`src/rtl/alu_seq.sv`:
```
// alu_seq: handshaked sequential ALU.
//
// Accepts an opcode and two operands through a valid/ready input and returns
// a registered result plus carry/zero/negative/overflow flags through a
// valid/ready output. Arithmetic and logic ops complete on the acceptance
// edge. Multi-bit shifts run one bit per cycle.
//
// Optional feature macro: ALU_SEQ_ROTATE_EN adds ROR (opcode 000111).
// Without it, 000111 is an unknown code and executes ADD.
//
// Ports:
//   i_clock      in   system clock, rising edge
//   i_reset_n    in   asynchronous active-low reset
//   i_valid      in   request valid
//   o_ready      out  block can accept a request (IDLE only)
//   i_opcode     in   operation code
//   i_dato_a     in   operand A / shift source
//   i_dato_b     in   operand B; [SHW-1:0] is the shift amount
//   o_valid      out  result valid (DONE only)
//   i_ready      in   consumer accepts result
//   o_result     out  result
//   o_carry, o_zero, o_negative, o_overflow  out  flags
module alu_seq #(
  parameter int BUS_SIZE    = 8,
  parameter int OPCODE_SIZE = 6
) (
  input  logic                   i_clock,
  input  logic                   i_reset_n,
  input  logic                   i_valid,
  output logic                   o_ready,
  input  logic [OPCODE_SIZE-1:0] i_opcode,
  input  logic [BUS_SIZE-1:0]    i_dato_a,
  input  logic [BUS_SIZE-1:0]    i_dato_b,
  output logic                   o_valid,
  input  logic                   i_ready,
  output logic [BUS_SIZE-1:0]    o_result,
  output logic                   o_carry,
  output logic                   o_zero,
  output logic                   o_negative,
  output logic                   o_overflow
);

  localparam int SHW = $clog2(BUS_SIZE);
  localparam int MSB = BUS_SIZE - 1;

  localparam logic [OPCODE_SIZE-1:0] OPC_ADD = OPCODE_SIZE'(6'b100000);
  localparam logic [OPCODE_SIZE-1:0] OPC_SUB = OPCODE_SIZE'(6'b100010);
  localparam logic [OPCODE_SIZE-1:0] OPC_AND = OPCODE_SIZE'(6'b100100);
  localparam logic [OPCODE_SIZE-1:0] OPC_OR  = OPCODE_SIZE'(6'b100101);
  localparam logic [OPCODE_SIZE-1:0] OPC_XOR = OPCODE_SIZE'(6'b100110);
  localparam logic [OPCODE_SIZE-1:0] OPC_NOR = OPCODE_SIZE'(6'b100111);
  localparam logic [OPCODE_SIZE-1:0] OPC_SRL = OPCODE_SIZE'(6'b000010);
  localparam logic [OPCODE_SIZE-1:0] OPC_SRA = OPCODE_SIZE'(6'b000011);
  localparam logic [OPCODE_SIZE-1:0] OPC_SLL = OPCODE_SIZE'(6'b000000);
`ifdef ALU_SEQ_ROTATE_EN
  localparam logic [OPCODE_SIZE-1:0] OPC_ROR = OPCODE_SIZE'(6'b000111);
`endif

  typedef enum logic [1:0] {
    IDLE,
    SHIFT,
    DONE
  } state_t;

  typedef enum logic [3:0] {
    OP_ADD,
    OP_SUB,
    OP_AND,
    OP_OR,
    OP_XOR,
    OP_NOR,
    OP_SRL,
    OP_SRA,
    OP_SLL,
    OP_ROR
  } op_t;

  state_t              state;
  state_t              state_next;
  op_t                 req_op;
  op_t                 cur_op;
  logic                req_is_shift;
  logic                req_iter;
  logic [SHW-1:0]      req_amt;
  logic                accept;
  logic [BUS_SIZE-1:0] work;
  logic [SHW-1:0]      cnt;
  logic                cnt_last;
  logic [BUS_SIZE-1:0] step_val;
  logic                step_out;
  logic [BUS_SIZE:0]   sum;
  logic [BUS_SIZE:0]   diff;
  logic [BUS_SIZE-1:0] imm_res;
  logic                imm_carry;
  logic                imm_ovf;

  // Opcode decode; anything unrecognised falls back to ADD.
  always_comb begin
    req_op = OP_ADD;
    case (i_opcode)
      OPC_ADD: req_op = OP_ADD;
      OPC_SUB: req_op = OP_SUB;
      OPC_AND: req_op = OP_AND;
      OPC_OR:  req_op = OP_OR;
      OPC_XOR: req_op = OP_XOR;
      OPC_NOR: req_op = OP_NOR;
      OPC_SRL: req_op = OP_SRL;
      OPC_SRA: req_op = OP_SRA;
      OPC_SLL: req_op = OP_SLL;
`ifdef ALU_SEQ_ROTATE_EN
      OPC_ROR: req_op = OP_ROR;
`endif
      default: req_op = OP_ADD;
    endcase
  end

  assign req_amt      = i_dato_b[SHW-1:0];
  assign req_is_shift = (req_op == OP_SRL) || (req_op == OP_SRA) ||
                        (req_op == OP_SLL) || (req_op == OP_ROR);
  // Only shifts with a non-zero amount need the iterative path.
  assign req_iter     = req_is_shift && (req_amt != '0);

  // Arithmetic at BUS_SIZE+1 bits: top bit is carry-out / borrow.
  assign sum  = {1'b0, i_dato_a} + {1'b0, i_dato_b};
  assign diff = {1'b0, i_dato_a} - {1'b0, i_dato_b};

  // Single-cycle result path (non-shift ops, and shifts by zero).
  always_comb begin
    imm_res   = '0;
    imm_carry = 1'b0;
    imm_ovf   = 1'b0;
    case (req_op)
      OP_SUB: begin
        imm_res   = diff[MSB:0];
        imm_carry = diff[BUS_SIZE];
        imm_ovf   = (i_dato_a[MSB] ^ i_dato_b[MSB]) & (diff[MSB] ^ i_dato_a[MSB]);
      end
      OP_AND: imm_res = i_dato_a & i_dato_b;
      OP_OR:  imm_res = i_dato_a | i_dato_b;
      OP_XOR: imm_res = i_dato_a ^ i_dato_b;
      OP_NOR: imm_res = ~(i_dato_a | i_dato_b);
      OP_SRL, OP_SRA, OP_SLL, OP_ROR: imm_res = i_dato_a;
      default: begin
        imm_res   = sum[MSB:0];
        imm_carry = sum[BUS_SIZE];
        imm_ovf   = ~(i_dato_a[MSB] ^ i_dato_b[MSB]) & (sum[MSB] ^ i_dato_a[MSB]);
      end
    endcase
  end

  // One-bit shift step of the working register.
  always_comb begin
    step_val = work;
    step_out = 1'b0;
    case (cur_op)
      OP_SRA: begin
        step_val = {work[MSB], work[MSB:1]};
        step_out = work[0];
      end
      OP_SLL: begin
        step_val = {work[MSB-1:0], 1'b0};
        step_out = work[MSB];
      end
`ifdef ALU_SEQ_ROTATE_EN
      OP_ROR: begin
        step_val = {work[0], work[MSB:1]};
        step_out = work[0];
      end
`endif
      default: begin
        step_val = {1'b0, work[MSB:1]};
        step_out = work[0];
      end
    endcase
  end

  assign cnt_last = (cnt == SHW'(1));

  always_ff @(posedge i_clock or negedge i_reset_n) begin
    if (!i_reset_n) begin
      state <= IDLE;
    end else begin
      state <= state_next;
    end
  end

  always_comb begin
    state_next = state;
    o_ready    = 1'b0;
    o_valid    = 1'b0;
    accept     = 1'b0;
    case (state)
      IDLE: begin
        o_ready = 1'b1;
        if (i_valid) begin
          accept     = 1'b1;
          state_next = req_iter ? SHIFT : DONE;
        end
      end
      SHIFT: begin
        if (cnt_last) begin
          state_next = DONE;
        end
      end
      DONE: begin
        o_valid = 1'b1;
        if (i_ready) begin
          state_next = IDLE;
        end
      end
      default: state_next = IDLE;
    endcase
  end

  // Outputs are only written on DONE entry; the working register carries
  // the in-flight shift so o_result stays at the previous value meanwhile.
  always_ff @(posedge i_clock or negedge i_reset_n) begin
    if (!i_reset_n) begin
      cur_op     <= OP_ADD;
      work       <= '0;
      cnt        <= '0;
      o_result   <= '0;
      o_carry    <= 1'b0;
      o_zero     <= 1'b0;
      o_negative <= 1'b0;
      o_overflow <= 1'b0;
    end else begin
      if (accept) begin
        cur_op <= req_op;
        work   <= i_dato_a;
        cnt    <= req_amt;
        if (!req_iter) begin
          o_result   <= imm_res;
          o_carry    <= imm_carry;
          o_zero     <= (imm_res == '0);
          o_negative <= imm_res[MSB];
          o_overflow <= imm_ovf;
        end
      end
      if (state == SHIFT) begin
        work <= step_val;
        cnt  <= cnt - SHW'(1);
        if (cnt_last) begin
          o_result   <= step_val;
          o_carry    <= step_out;
          o_zero     <= (step_val == '0);
          o_negative <= step_val[MSB];
          o_overflow <= 1'b0;
        end
      end
    end
  end

endmodule

```
`config.mk`:
```
export PLATFORM = sky130hd
export DESIGN_NAME = alu_seq
export DESIGN_NICKNAME = d
export VERILOG_FILES = /design/src/rtl/alu_seq.sv
export SDC_FILE = /design/constraint.sdc
export NUM_CORES = 1
export LEC_CHECK = 0
export CORE_MARGIN = 8
export CORE_UTILIZATION = 59
export CTS_CLUSTER_SIZE = 16
export DETAILED_ROUTE_END_ITERATION = 10
export DONT_BUFFER_PORTS = 1
export GPL_ROUTABILITY_DRIVEN = 1
export GPL_TIMING_DRIVEN = 0
export PLACE_DENSITY_LB_ADDON = 0.25
export SLEW_MARGIN = 20
export SYNTH_ARGS = -nofsm -noshare
export SYNTH_HDL_FRONTEND = slang
export SYNTH_SLANG_ARGS = --single-unit
```
`constraint.sdc`:
```
create_clock -name i_clock -period 2.1 [get_ports i_clock]
set_input_delay 0.315 -clock i_clock [delete_from_list [all_inputs] [get_ports i_clock]]
set_output_delay 0.315 -clock i_clock [all_outputs]
set_load 0.03 [all_outputs]
```
==> metrics.yaml, run 1 <==
die_area_mm2: 0.00755
drive_gt1_share_pct: 19.3
relSlewSlack_pct: 54.3
p_seq_share_pct: 42.0
cpLargestDelayFamily: "compound AO/OA/AOI/OAI gates"
numCtsBuffers: 5
dpl_worst_slack_ns: -0.307
h-tree-depth: 2
violations: "negative setup slack"
p_sw_mw: 0.965
wire_per_inst_um: 18.7
layout_min_cycle_time_ns: 2.11
path_class: "input pin to flip-flop"
die_w_um: 86.9
cts_tree: "built"
critPathMaxStageDelay_ns: 0.32
grt_pass1_wl_mm: 13.1
fin_crit_sh_pct: 100
synth.area.top_cells: "dfrtp_1, ha_1, nand2_1"
hold_path.class: "input pin to flip-flop"
cp_cell_sequence: "inv_1 > ha_4 > buf_6 > nor2b_1 > nor3_4 > o31a_1 > a221o_1 > a211oi_2 > nand2_1 > o31ai_2"
cts_buffer_depth: 2
vdd.ir_drop.worst_mv: 0.574
syn_area_per_cell_um2: 8.40
yosysWarningCount: 0
fin_util_pct: 67.3
synth-edff-count: 0
arrival_ns: 2.30
synth.distinct_cells: 70
ys_seq_area_share_pct: 24.5
multi_input_comb_area_mm2: 0.00213
gr-total-overflow: 0
layout_common_cells: "nand2_1, dfrtp_1, o21ai_0, ha_1, inv_1"
ant_nets: 0
rows: 26
vias: 2820
start_kind: "input pin"
clk_transition_reported_paths_ns: 0.06
worst_pin_slew_ns: 0.684
ioPinCount: 40
first_pass_iters: 5
syn_nets: 407
ff_latch_area_um2: 726
antenna_cells: 0
critPathBufInv: 2
fin_hold_ws_ns: 0.188
nFillCells: 420
yosys_register_bits: 29
placedInstanceArea_mm2: 0.00315
run_status: "finished with violations"
report.final.slew_viol_count: 0
nNetsFinal: 421
worst_setup_path_end_kind: "flip-flop"
synth.top_cell.area_share_pct: 24.5
ys.flop_type: "dfrtp_1"
power.share.clock_pct: 21.7
initial_core_util_pct: 59.6
cts_sinks: 29
r2r_setup_slack_ns: 0.05
switching_share_pct: 41.3
final.setup.worst_slack_ns: -0.00645
drt_iter0_drc: 231
core_region_area_mm2: 0.00498
power_density_mw_per_mm2: 697
die_h_um: 86.9
worstSkewPairLatency_ns: 0.28
max_freq_mhz: 475
maxCapViolCount: 0
cts_root_buf: "clkbuf_8"
worstPathMaxFanout: 9
track_usage_pct: 21.6
final_common_cell: "nand2_1"
final_cell_area_mm2: 0.00335
syn_area_mm2: 0.00297
fin_setup_tns_ns: -0.00645
grt_setup_unrepaired: "true"
vias_per_cell: 6.44
hpwlAfterDp_mm: 6.30
required_ns: 2.29
p_int_mw: 1.37
area_growth_syn_to_layout_pct: 13.0
antenna_found_initial: 0
comb_power_share_pct: 36.3
postRouteWirelength_mm: 8.18
drc_errors: 0
hold_viol_final: 0
fin_worst_skew_ns: 0.00763
numPortBuffers: 0
finalSetupViolations: 1
synthCells: 353
slowest_stage: "a211oi_2"
grt_pass1_vias: 2692
ys_async_sr_fraction_pct: 100
grt_max_degree: 30
synth_top_area_cell: "dfrtp_1"
leakagePower_nw: 1.44
gp_congestion: 0.943
registers in the layout (all words and copies together), names as in the netlist:
| signal | cells |
|---|---|
| o_result | 8 |
| o_overflow | 1 |
| state | 2 |
| cnt | 3 |
| o_negative | 1 |
| o_zero | 1 |
| cur_op | 4 |
| o_carry | 1 |
| work | 8 |
per-stage QoR:
| step | instances | power [mW] |
|---|---|---|
| after floorplan | 353 | 1.59 |
| after global placement | 423 | 1.75 |
| after detailed placement | 423 | 1.78 |
| after CTS | 433 | 2.31 |
| after global routing | 438 | 2.48 |
| final | 438 | 2.34 |
cell families (layout without fill, tap and decap cells):
family | after synthesis | after routing | synth area share, %
compound gates | 108 | 108 | 27.0
xor+xnor | 6 | 6 | 1.77
fa+ha+maj | 28 | 28 | 12.3
buf+inv | 45 | 60 | 7.43
flops | 29 | 29 | 24.5
mux | 9 | 9 | 3.04
simple gates | 128 | 128 | 24.0
final cells by class:
| cell class | count | share of cell area (%) |
|---|---|---|
| Inverter | 26 | 3.36 |
| Clock buffer | 7 | 2.88 |
| Sequential cell | 29 | 21.7 |
| Timing Repair Buffer | 7 | 2.02 |
| Multi-Input combinational cell | 279 | 63.4 |
| Tap cell | 70 | 2.61 |
| Clock inverter | 1 | 0.149 |
| Buffer | 19 | 3.88 |
path summary, 6_finish.rpt:
path                                       startpoint                     to  cells past startpoint
worst max-delay path                      i_dato_a[3]       o_zero$_DFF_PN0_                     10
worst min-delay path                      i_dato_b[2]     cnt[2]$_DFFE_PN0P_                      1
worst max register to register   state[1]$_DFFE_PN0P_  o_result[2]$_DFF_PN0_                      7
worst min register to register  cur_op[3]$_DFFE_PN0P_  cur_op[3]$_DFFE_PN0P_                      2
max in group asynchronous                   i_reset_n  cur_op[3]$_DFFE_PN0P_                      2
min in group asynchronous                   i_reset_n   state[0]$_DFFE_PN0P_                      2
power by group through the flow:
| stage | registers, mW | logic (mW) | clock network (mW) |
|---|---|---|---|
| after global placement | 0.982 | 0.770 | 0 |
| final | 0.981 | 0.848 | 0.508 |
| after global routing | 1.00 | 0.932 | 0.542 |
| after floorplan | 0.945 | 0.646 | 0 |
| after detailed placement | 0.989 | 0.787 | 0 |
| after CTS | 0.981 | 0.812 | 0.514 |
worst reg2reg max path, delay by kind of cell, from the launching register on:
kind,cells,cell delay [ns]
compound gates,4,0.67
buf+inv,1,0.27
simple gates,2,0.51
flops,1,0.45
Yosys cell counts, types with 6 or more instances:
library cell / number
dfrtp_1: 29
a21oi_1: 17
nand2_1: 36
nand4_1: 7
ha_1: 26
nand3_1: 14
nand2b_1: 7
nor2_1: 20
mux2i_1: 9
inv_1: 26
and3_1: 10
nor2b_1: 6
o21ai_0: 23
buf_2: 8
metal layers:
layer	global-route usage (%)	share of wire (%)	vias up
met4	7.20	1.5	0
met2	34.4	47	154
met3	6.42	9.5	18
met5	0	0	-
met1	27.0	42	1334
li1	-	-	1314
repair_timing:
action                                  in CTS  in global routing
endpoints found under the setup margin      15                  6
hold buffers                                 2                  0
pin swaps                                    5                  2
hold endpoints to repair                    29                  0
setup buffers                                0                  5
gates resized for setup                      2                  6
Power figures use the tool's default switching activity.
==> inputs of run 2 (changes only) <==
Settings changed: ABC_AREA set to 1.
==> metrics.yaml, run 2 <==
drt-met1-wl_mm: 3.74
hold_path.class: "input pin to flip-flop"
finalSetupViolations: 0
layout_min_cycle_time_ns: 1.88
arrival_ns: 2.04
total_power_mw: 2.72
gr-total-overflow: 0
vias_per_cell: 5.69
grt_max_degree: 30
gp_congestion: 0.952
fin_hold_ws_ns: 0.221
final_cell_area_mm2: 0.00327
core_region_area_mm2: 0.00504
worstPathMaxFanout: 10
path_class: "flip-flop to flip-flop"
fin_crit_sh_pct: 89.5
max_freq_mhz: 532
cp_cell_sequence: "nor2_4 > nand2_2 > nor2_4 > buf_2 > nand3_1 > o211ai_1 > nand2_1"
hpwlAfterDp_mm: 6.89
drc_errors: 0
yosysWarningCount: 0
track_usage_pct: 23.0
min_from: "i_dato_b[1]"
reg_top3: "o_result x8, work x8, cur_op x4"
synth-edff-count: 0
grt_pass1_vias: 2928
timing.rr.start: "state[1]$_DFFE_PN0P_"
drt_iter0_drc: 340
power_density_mw_per_mm2: 833
ys_seq_area_share_pct: 23.7
clk_transition_reported_paths_ns: 0.06
dr.max_layer_used: "met4"
worst_pin_slew_ns: 0.604
yosysMostFrequentCell: "nand2_1"
placedInstanceArea_mm2: 0.00314
numPortBuffers: 0
drive_gt1_share_pct: 10.8
h-tree-depth: 2
cts_sinks: 29
antenna_found_initial: 0
hold_viol_final: 0
start_kind: "flip-flop"
nNetsFinal: 526
cpMostUsedCell: "nor2_4"
layout_common_cells: "nand2_1, inv_1, nand3_1"
synth.area.top_cells: "dfrtp_1, nand2_1, ha_1"
final.setup.worst_slack_ns: 0.220
synthCells: 463
initial_core_util_pct: 60.6
area_growth_syn_to_layout_pct: 6.92
rows: 26
leakagePower_nw: 1.72
cts_buffer_depth: 2
grt_setup_unrepaired: "false"
met3_length_um: 751
critPathMaxStageDelay_ns: 0.44
vias: 3086
numCtsBuffers: 5
wire_per_inst_um: 15.5
syn_area_per_cell_um2: 6.60
ys.flop_type: "dfrtp_1"
vdd.ir_drop.worst_mv: 0.943
critPathLaunch: "state[1]$_DFFE_PN0P_"
cts_root_buf: "clkbuf_8"
cts_setup_buffers: 0
required_ns: 2.26
yosys-top-cells-count: "nand2_1, inv_1, nand3_1"
dpl_worst_slack_ns: -0.181
synth.top_cell.area_share_pct: 23.7
ys_async_sr_fraction_pct: 100
yosys_register_bits: 29
die_w_um: 88.0
maxCapViolCount: 0
syn_area_mm2: 0.00306
cpLargestDelayFamily: "simple AND/OR/NAND/NOR gates"
worstSkewPairLatency_ns: 0.27
fin_worst_skew_ns: 0.00476
run_status: "completed"
die_area_mm2: 0.00774
synth_top_area_cell: "dfrtp_1"
die_h_um: 88.0
report.final.slew_viol_count: 0
postRouteWirelength_mm: 8.43
slowest_stage: "dfrtp_1"
syn_nets: 517
first_pass_iters: 5
antenna_cells: 0
ioPinCount: 40
cts_tree: "built"
wl_met2_mm: 3.86
worst_setup_path_end_kind: "flip-flop"
relSlewSlack_pct: 59.6
final_common_cell: "nand2_1"
grt_pass1_wl_mm: 14.1
synth.distinct_cells: 38
ant_nets: 0
critPathBufInv: 1
[run 2: cell types whose count changed after synthesis, sizes merged, moves of 6 or more]
| cell | change |
|---|---|
| nand2 | +73 |
| inv | +52 |
| nand3 | +40 |
| nor2 | +27 |
| and3 | -11 |
| mux2i | -9 |
| nand2b | -8 |
| nor2b | -7 |
| nand4 | +6 |
[run 2: worst paths after layout]
check / endpoint / slack (ns) / depth (start not counted)
setup / recovery: o_carry$_DFF_PN0_ / 0.22 / 7
hold / removal: cnt[1]$_DFFE_PN0P_ / 0.22 / 2
setup reg to reg: o_carry$_DFF_PN0_ / 0.22 / 7
hold reg to reg: cnt[0]$_DFFE_PN0P_ / 0.50 / 1
max in group asynchronous: work[3]$_DFFE_PN0P_ / 1.46 / 2
min in group asynchronous: cur_op[0]$_DFFE_PN0P_ / 0.48 / 2
[run 2: report_power, final]
part           internal [mW]  switching [mW]
logic                  0.391           0.716
registers              0.785           0.382
clock network          0.259           0.189
total                   1.44            1.29
[run 2: logic make-up (layout without fill, tap and decap cells)]
| kind of cell | count (synthesis) | in the layout | share of synthesized area, % |
|---|---|---|---|
| adder cells (fa/ha/maj) | 28 | 28 | 12.0 |
| AO/OA/AOI/OAI | 74 | 74 | 14.4 |
| XOR/XNOR | 4 | 4 | 1.15 |
| AND/OR/NAND/NOR | 238 | 238 | 37.2 |
| flip-flops | 29 | 29 | 23.7 |
| buffers and inverters | 90 | 99 | 11.6 |
[run 2: area by class of cell]
class	instances	area (um2)
Multi-Input combinational cell	344	1980
Fill cell	476	1770
Sequential cell	29	726
Inverter	78	293
Tap cell	70	87.6
Clock buffer	7	86.3
Buffer	12	62.6
Timing Repair Buffer	2	30.0
[run 2: timing repair]
action,CTS,global route
resized for setup,1,2
endpoints found under the setup margin,17,5
hold buffers,2,0
hold endpoints to repair,29,0
[run 2: metrics by stage]
stage	util [%]	std cells	setup TNS, ns
2_1_floorplan	-	463	0
3_3_place_gp	62.4	533	-0.349
3_5_place_dp	62.4	533	-1.45
4_1_cts	64.7	542	0
5_1_grt	64.8	542	0
6_report	64.8	542	0
[run 2: worst reg2reg max path: stages, from the launching register on]
cell	delay [ns]
dfrtp_1	0.44
nor2_4	0.27
nand2_2	0.24
nor2_4	0.22
buf_2	0.26
nand3_1	0.17
o211ai_1	0.11
nand2_1	0.07
[run 2: routing by layer]
layer	track usage [%]	vias up
met5	0	-
met4	4.06	0
met3	4.41	9
met2	36.7	147
met1	31.5	1402
li1	-	1528
